$ cat src/rtl/lector_contadores.sv
// rtl/lector_contadores.sv - sweeps four output-FIFO counters through a req/idx/valid responder port.
// Optional LECTOR_TOTAL_EN adds a registered 7-bit sum of the captured counts.
module lector_contadores #(
  parameter int unsigned TIMEOUT = 15
) (
  input  logic       clk,
  input  logic       rst_l,
  input  logic       start,
  input  logic       valid_in,
  input  logic [4:0] data_in,
  output logic       req,
  output logic [1:0] idx,
  output logic [4:0] cuenta_0,
  output logic [4:0] cuenta_1,
  output logic [4:0] cuenta_2,
  output logic [4:0] cuenta_3,
  output logic       busy,
  output logic       done,
`ifdef LECTOR_TOTAL_EN
  output logic [6:0] total,
`endif
  output logic       timeout_err
);

  localparam logic [7:0] TimeoutW = 8'(TIMEOUT);

  typedef enum logic [1:0] {
    IDLE = 2'd0,
    REQ  = 2'd1,
    DONE = 2'd2
  } state_t;

  state_t     state_q;
  logic       req_q;
  logic       busy_q;
  logic       done_q;
  logic       err_q;
  logic [1:0] idx_q;
  logic [7:0] wait_q;
  logic [4:0] cuenta_q [4];

  logic       decide_d;
  logic [4:0] cap_val_d;

  // A valid answer wins over a timeout landing on the same cycle.
  always_comb begin
    decide_d  = (state_q == REQ) && (valid_in || (wait_q == TimeoutW));
    cap_val_d = valid_in ? data_in : 5'd0;
  end

`ifdef LECTOR_TOTAL_EN
  logic [6:0] total_q;
  logic [6:0] total_d;

  // Indices 0..2 are final when index 3 decides, so the sum lands in the DONE cycle.
  always_comb begin
    total_d = 7'(cuenta_q[0]) + 7'(cuenta_q[1]) + 7'(cuenta_q[2]) + 7'(cap_val_d);
  end

  always_ff @(posedge clk or negedge rst_l) begin
    if (!rst_l) begin
      total_q <= 7'd0;
    end else if (decide_d && (idx_q == 2'd3)) begin
      total_q <= total_d;
    end
  end

  assign total = total_q;
`endif

  always_ff @(posedge clk or negedge rst_l) begin
    if (!rst_l) begin
      state_q     <= IDLE;
      req_q       <= 1'b0;
      busy_q      <= 1'b0;
      done_q      <= 1'b0;
      err_q       <= 1'b0;
      idx_q       <= 2'd0;
      wait_q      <= 8'd0;
      cuenta_q[0] <= 5'd0;
      cuenta_q[1] <= 5'd0;
      cuenta_q[2] <= 5'd0;
      cuenta_q[3] <= 5'd0;
    end else begin
      done_q <= 1'b0;
      case (state_q)
        IDLE: begin
          if (start) begin
            state_q <= REQ;
            req_q   <= 1'b1;
            busy_q  <= 1'b1;
            idx_q   <= 2'd0;
            wait_q  <= 8'd0;
            err_q   <= 1'b0;
          end
        end
        REQ: begin
          if (decide_d) begin
            cuenta_q[idx_q] <= cap_val_d;
            wait_q          <= 8'd0;
            if (!valid_in) begin
              err_q <= 1'b1;
            end
            if (idx_q == 2'd3) begin
              state_q <= DONE;
              req_q   <= 1'b0;
              idx_q   <= 2'd0;
              done_q  <= 1'b1;
            end else begin
              idx_q <= idx_q + 2'd1;
            end
          end else begin
            wait_q <= wait_q + 8'd1;
          end
        end
        DONE: begin
          state_q <= IDLE;
          busy_q  <= 1'b0;
        end
        default: begin
          state_q <= IDLE;
          req_q   <= 1'b0;
          busy_q  <= 1'b0;
          idx_q   <= 2'd0;
          wait_q  <= 8'd0;
        end
      endcase
    end
  end

  assign req         = req_q;
  assign idx         = idx_q;
  assign busy        = busy_q;
  assign done        = done_q;
  assign timeout_err = err_q;
  assign cuenta_0    = cuenta_q[0];
  assign cuenta_1    = cuenta_q[1];
  assign cuenta_2    = cuenta_q[2];
  assign cuenta_3    = cuenta_q[3];

endmodule

$ cat config.mk
export PLATFORM = sky130hd
export DESIGN_NAME = lector_contadores
export DESIGN_NICKNAME = d
export VERILOG_FILES = /design/src/rtl/lector_contadores.sv
export SDC_FILE = /design/constraint.sdc
export NUM_CORES = 1
export LEC_CHECK = 0
export CAP_MARGIN = 20
export CORE_MARGIN = 1
export CORE_UTILIZATION = 26
export DETAILED_ROUTE_END_ITERATION = 6
export PLACE_DENSITY = 0.56
export RECOVER_POWER = 50
export SLEW_MARGIN = 10
export SYNTH_ARGS = -nofsm -noshare
export SYNTH_HDL_FRONTEND = slang
export SYNTH_SLANG_ARGS = --single-unit
$ cat constraint.sdc
create_clock -name clk -period 4.8 [get_ports clk]
set_clock_uncertainty 0.1 [all_clocks]
set_input_delay 0.96 -clock clk [delete_from_list [all_inputs] [get_ports clk]]
set_output_delay 0.96 -clock clk [all_outputs]
set_load 0.005 [all_outputs]
==> summary.txt, run 1 <==
Synth
  • Post-synth EDFFs: 0
  • Total of warnings raised by yosys: 0
  • Avg Inst Size Synth: 11.04 µm²
  • Cells after Synth: ~140
  • Total nets after synthesis: ~160
  • Asr flop ratio synth: 100.0%
  • Top FF cell, synth: dfrtp_1
  • FF+latch count, synth: 36
  • Synth Cell Area: 1556 µm²
  • Post-synthesis sequential area ratio: between 50% and 60%
  • Post-synth cell types: 24

Die
  • Die Y: 79.37 µm
  • Initial Utilization: between 20% and 30%
  • Die Wd: 79.37 µm
  • Die Area: 6300 µm²
  • Num rows: 27
  • CORE AREA: 5642 µm²
  • # IOs: 35

GRT
  • Largest net degree at the start of global routing: 37
  • Initial antenna violation count: 0
  • First-pass GRT wire length: 5851 µm
  • Grt ovf: 0
  • Tot GR Track Use: 12.56%
  • Vias in the first global route: 1132

Final layout
  • Layout area overhead: 33.68%
  • Nets: 193
  • Share of layout cells above drive strength 1: 4.444%
  • N_diodes: 0

Outcome
  • Violated checks: max-capacitance violations, max-slew violations
  • Run status: finished, violations left

Critical path
  • Critical path arrival: 2850 ps
  • CP Depth: 2
  • Worst path bufs/invs: 2
  • Kind of cell adding the most delay to the critical path: buffers and inverters
  • Worst r2r path cells: 4
  • Crit-path slowest cell: clkbuf_1
  • Crit start category: input pin
  • Worst path max stage delay: 1360 ps
  • Crit-path cells: dlygate4sd3_1, clkbuf_1
  • CP max FO: 36
  • CP endpoint kind: asynchronous set/reset pin
  • Critical path data required time: 4730 ps
  • Setup CP Type: input pin to asynchronous set/reset pin

Clocking
  • CTS Sinks: 36
  • H-tree depth: 2
  • Setup Buffers After CTS: 0
  • Resized cells post-CTS: 0
  • CTS Hold Buffers Added: 0
  • CTS tree: done
  • Root buffer cell: clkbuf_8
  • Worst-Skew Late Latency: a little under 300 ps
  • Total CTS buffers: 5
  • CTS max path bufs: 2
  • CTS clk-pin slew, worst paths: 70 ps

STA
  • Max-slew violations: 37
  • Slew margin rel.: -26.49%
  • Period utilization: 60.79%
  • Final Critical Period: 2918 ps
  • Post-route setup TNS: 0 ps
  • Worst-margin pin slew: 1897 ps
  • Final Hold Viols: 0
  • Final setup margin: 1882 ps
  • Fmax: around 0.34 GHz
  • Final Setup Violations: 0
  • Unrepaired setup endpoints after global routing: no

Routing
  • Via count: approximately 1200
  • Drt total wl: 3570 µm
  • Post-route ant nets: 0
  • Drt initial violations: 57
  • WL per Instance: 14.17 µm
  • DRC: 0
  • Detailed-router iteration count before antenna repair: 4
  • Vias per cell: 4.738

Power and ir drop
  • Switching share of power: a little under a third
  • Logic pwr share: 38.4%
  • Seq pwr share: 40.1%
  • Pwr Density: 592.5 nW/µm²
  • NetSw: 381.7 µW
  • Peak supply drop: 0.0001947 V
  • Clock power share: 21.4%
  • Leakage: 0.0009868 µW
  • Internal Power: 851.2 µW

Place
  • Setup WS pre-CTS: 1790 ps
  • Dpl hpwl: 2499 µm
  • Final GP Congestion: 0.8027
  • Buffers on Ports: 34

Run
  • Total of max-cap violations: 1

Worst hold path
  • Hold Path Depth: 1
  • Hold Crit Class: register to register
==> sequential cells by signal, summed over array words and instances, names as in the netlist, 2 cells and up <==
register,cells
wait_q,8
cuenta_0,5
cuenta_1,5
cuenta_2,5
cuenta_3,5
idx,2
state_q,2
==> path summary, 6_finish.rpt <==
path	from	end	slack, ps
max	rst_l	idx[0]	1880
min	cuenta_0[3]	cuenta_0[3]	400
max reg2reg	wait_q[4]	cuenta_3[2]	2590
min reg2reg	cuenta_0[3]	cuenta_0[3]	400
max in group clk	valid_in	wait_q[5]	1980
min in group asynchronous	rst_l	wait_q[4]	1630
==> through the flow <==
| stage | hold WS, ps | total power [µW] | instance area [µm²] | std cells | util, % |
|---|---|---|---|---|---|
| 2_1_floorplan | 389.4 | 718.9 | 1556 | 141 | - |
| 5_1_grt | 424.0 | 1321 | 2081 | 252 | 36.88 |
| 3_5_place_dp | 391.7 | 992.3 | 1978 | 244 | 35.06 |
| 3_3_place_gp | 391.7 | 991.7 | 1978 | 244 | 35.06 |
| 6_report | 400.9 | 1233 | 2081 | 252 | 36.88 |
| 4_1_cts | 412.5 | 1262 | 2090 | 252 | 37.04 |
==> layout make-up <==
cell class / instances / area, µm²
sequential: 36 / 900.9
clock inverter: 3 / 42.54
tap: 72 / 90.09
clock buffer: 5 / 68.82
inverter: 8 / 30.03
timing repair buffer: 35 / 344.1
fill: 577 / 3561
multi-input combinational: 93 / 604.3
==> kinds of logic after synthesis <==
logic type | share of synthesized area, %
AOI/OAI and AO/OA | 20.34
muxes | 0.6431
adders and majority gates | 4.019
buffers and inverters | 2.974
and+or+nand+nor | 14.15
DFF | 57.88
==> layout by cell type (no fill, tap or decap) <==
master	count
clkbuf_8	5
or4_1	1
a21o_1	3
mux2i_1	1
a21oi_1	3
and3_1	7
bufinv_16	1
dfrtp_1	36
ha_1	5
nor4_1	1
a22o_1	22
a211o_1	1
inv_1	8
clkinv_2	1
dlygate4sd3_1	11
clkbuf_1	1
nor2b_1	1
nand4_1	1
o21ai_0	14
or3b_1	1
nand3_1	10
clkdlybuf4s50_1	23
nand2b_1	2
nor2_1	8
nand2_1	9
clkinvlp_4	1
nor3_1	2
o31ai_1	1
==> synth_stat cells, types with 2 or more instances <==
master	count	share of area, %
nor3_1	2	0.64
o21ai_0	14	4.5
nand3_1	9	2.9
inv_1	8	1.9
and3_1	7	2.8
nand2b_1	2	0.80
clkbuf_1	3	0.72
nand2_1	9	2.2
a21o_1	3	1.4
dfrtp_1	36	58
nor2_1	8	1.9
a22o_1	22	12
ha_1	5	4.0
a21oi_1	3	0.96
==> power by group through the flow <==
stage	logic [µW]	clock network [µW]	registers, µW
after detailed placement	488	0	504
after floorplan	222	0	497
after global placement	486	0	506
after global routing	526	284	511
final	474	264	495
after CTS	493	270	499
==> per-layer routing <==
metal,vias up,wire [µm],track usage [%]
met2,24,1545,18.02
met4,0,69,6.545
met3,8,135,2.743
met5,-,0,0
met1,565,1820,17.57
li1,597,-,-
Note: power is estimated with default switching activity, not from simulation.
==> run 2: changes to the inputs <==
--- a/config.mk
+++ b/config.mk
@@ -9,7 +9,7 @@
 export CORE_MARGIN = 1
 export CORE_UTILIZATION = 26
 export DETAILED_ROUTE_END_ITERATION = 6
-export PLACE_DENSITY = 0.56
+export PLACE_DENSITY = 0.57
 export RECOVER_POWER = 50
 export SLEW_MARGIN = 10
 export SYNTH_ARGS = -nofsm -noshare
==> constraint.sdc (replaced) <==
create_clock -name clk -period 2.6 [get_ports clk]
set_clock_uncertainty 0.1 [all_clocks]
set_input_delay 0.52 -clock clk [delete_from_list [all_inputs] [get_ports clk]]
set_output_delay 0.52 -clock clk [all_outputs]
set_load 0.005 [all_outputs]
==> run 2 against run 1 <==
  * The run now ends clean
  * Via count down 0.75%
  * Hold slack worse by 3.3 ps
  * Die area unchanged
  * Count of clock-buffer cells in the layout increased by 2
  * Combinational power rose by 85%
  * Clock power grew 59%
  * Utilization is 0.20 points higher
  * Worst setup slack lost 1400 ps
  * Sequential power up 85%
  * Sequential cell count unchanged
  * Non-clock buffer count rose by 3
==> summary.txt, run 2 (same netlist as run 1, synthesis figures left out) <==
Routing
  • DRC: 0
  • WL per Instance: 14.02 µm
  • Drt initial violations: ~150
  • Drt total wl: 3575 µm
  • Via count: ~1200
  • Post-route ant nets: 0
  • Vias per cell: 4.647
  • Detailed-router iteration count before antenna repair: 4

Clocking
  • CTS clk-pin slew, worst paths: around 70 ps
  • Root buffer cell: clkbuf_8
  • CTS Hold Buffers Added: 0
  • CTS tree: done
  • Setup Buffers After CTS: 0
  • H-tree depth: 2
  • Total CTS buffers: 5
  • CTS max path bufs: 2
  • Worst-Skew Late Latency: around 290 ps
  • CTS Sinks: 36
  • Resized cells post-CTS: 0

Power and ir drop
  • Clock power share: 19.0%
  • Switching share of power: 31.88%
  • Internal Power: ~1500 µW
  • Leakage: 0.0009959 µW
  • Seq pwr share: 41.4%
  • Peak supply drop: approximately 0.00034 V
  • Logic pwr share: 39.7%
  • NetSw: 705.1 µW
  • Pwr Density: about 1100 nW/µm²

GRT
  • Vias in the first global route: 1199
  • Tot GR Track Use: 12.87%
  • Initial antenna violation count: 0
  • Grt ovf: 0
  • Largest net degree at the start of global routing: 37
  • First-pass GRT wire length: 5954 µm

Final layout
  • Layout area overhead: 34.41%
  • Top reg by flops: wait_q
  • N_diodes: 0
  • Commonest non-fill, non-tap cell in the layout: dfrtp_1
  • Share of layout cells above drive strength 1: 6.557%
  • Max reg flops: 8
  • Final Core Density: 37.08%
  • Most frequent cells in the layout: dfrtp_1, a22o_1, clkdlybuf4s50_1
  • Nets: just under 200

Die
  • Die Wd: 79.37 µm
  • CORE AREA: about 5600 µm²
  • Die Y: 79.37 µm
  • # IOs: 35
  • Num rows: 27
  • Initial Utilization: 27.59%
  • Die Area: 6300 µm²

STA
  • Max-slew violations: 0
  • Slew margin rel.: a little over two fifths
  • Unrepaired setup endpoints after global routing: no
  • Post-route setup TNS: 0 ps
  • Worst-margin pin slew: 874.8 ps
  • Final Setup Violations: 0
  • Fmax: 0.4617 GHz
  • Final Critical Period: approximately 2200 ps
  • Final Hold Viols: 0
  • Period utilization: between 80% and 90%

Worst hold path
  • Hold Crit Class: register to register

Place
  • Final GP Congestion: between 0.8 and 0.9
  • Buffers on Ports: 34
  • Dpl hpwl: 2508 µm

Critical path
  • CP endpoint kind: register
  • CP max FO: 7
  • Setup CP Type: input pin to register
  • Critical path data required time: 2690 ps
  • Worst path max stage delay: about 550 ps
  • Critical path arrival: 2260 ps
  • Crit start category: input pin
  • Kind of cell adding the most delay to the critical path: buffers and inverters
  • Crit-path cells: dlygate4sd3_1, or3b_1, buf_4, a21oi_1, o21ai_0, o31ai_1
  • Crit-path slowest cell: dlygate4sd3_1
  • Worst path bufs/invs: 2

Outcome
  • Run status: complete, no violations

Run
  • Total of max-cap violations: 0
run 2: changes by cell type in the layout (fill, tap and decap cells not counted), sizes merged:
cell / before / now
bufinv: 1 / 0
buf: 0 / 3
clkdlybuf4s50: 23 / 22
dlygate4sd3: 11 / 12
clkbuf: 6 / 8
clkinv: 1 / 0
run 2: worst paths after layout:
kind | to | start | cells after the start | slack (ps)
setup / recovery | idx[0] | valid_in | 6 | 430
hold / removal | cuenta_2[2] | cuenta_2[2] | 1 | 400
setup reg to reg | cuenta_2[0] | wait_q[4] | 5 | 630
hold reg to reg | cuenta_2[2] | cuenta_2[2] | 1 | 400
max in group asynchronous | wait_q[7] | rst_l | 2 | 1090
min in group asynchronous | wait_q[4] | rst_l | 2 | 770
run 2: power by group through the flow:
stage | combinational (µW) | clock (µW) | sequential [µW]
6_report | 878 | 419 | 915
5_1_grt | 990 | 451 | 947
4_1_cts | 915 | 426 | 923
3_5_place_dp | 906 | 0 | 933
3_3_place_gp | 906 | 0 | 936
2_1_floorplan | 409 | 0 | 918
run 2: layout make-up:
type                            count  area (µm²)
Clock buffer                        7       86.33
Clock inverter                      1       7.507
Fill cell                         543        3550
Inverter                            8       30.03
Multi-Input combinational cell     93       609.3
Sequential cell                    36       900.9
Tap cell                           72       90.09
Timing Repair Buffer               38       367.9
run 2: stage by stage:
step                hold WS (ps)  area (µm²)  setup WS (ps)  total power, µW  cells
finish                     397.6        2092          433.9             2212    255
global route               426.5        2092          340.2             2388    255
CTS                        406.8        2095          579.4             2264    255
detailed placement         390.2        2001          289.2             1840    247
global placement           393.6        2001          319.4             1841    247
floorplan                  124.4        1556          660.8             1327    141
run 2: layer usage:
| metal | wire, µm | vias to the layer above | track usage (%) | share of wire (%) |
|---|---|---|---|---|
| li1 | - | 598 | - | - |
| met4 | 57 | 0 | 4.909 | 1.6 |
| met3 | 151 | 5 | 4.000 | 4.2 |
| met5 | 0 | - | 0 | 0 |
| met1 | 1763 | 551 | 17.63 | 49 |
| met2 | 1602 | 31 | 18.88 | 45 |
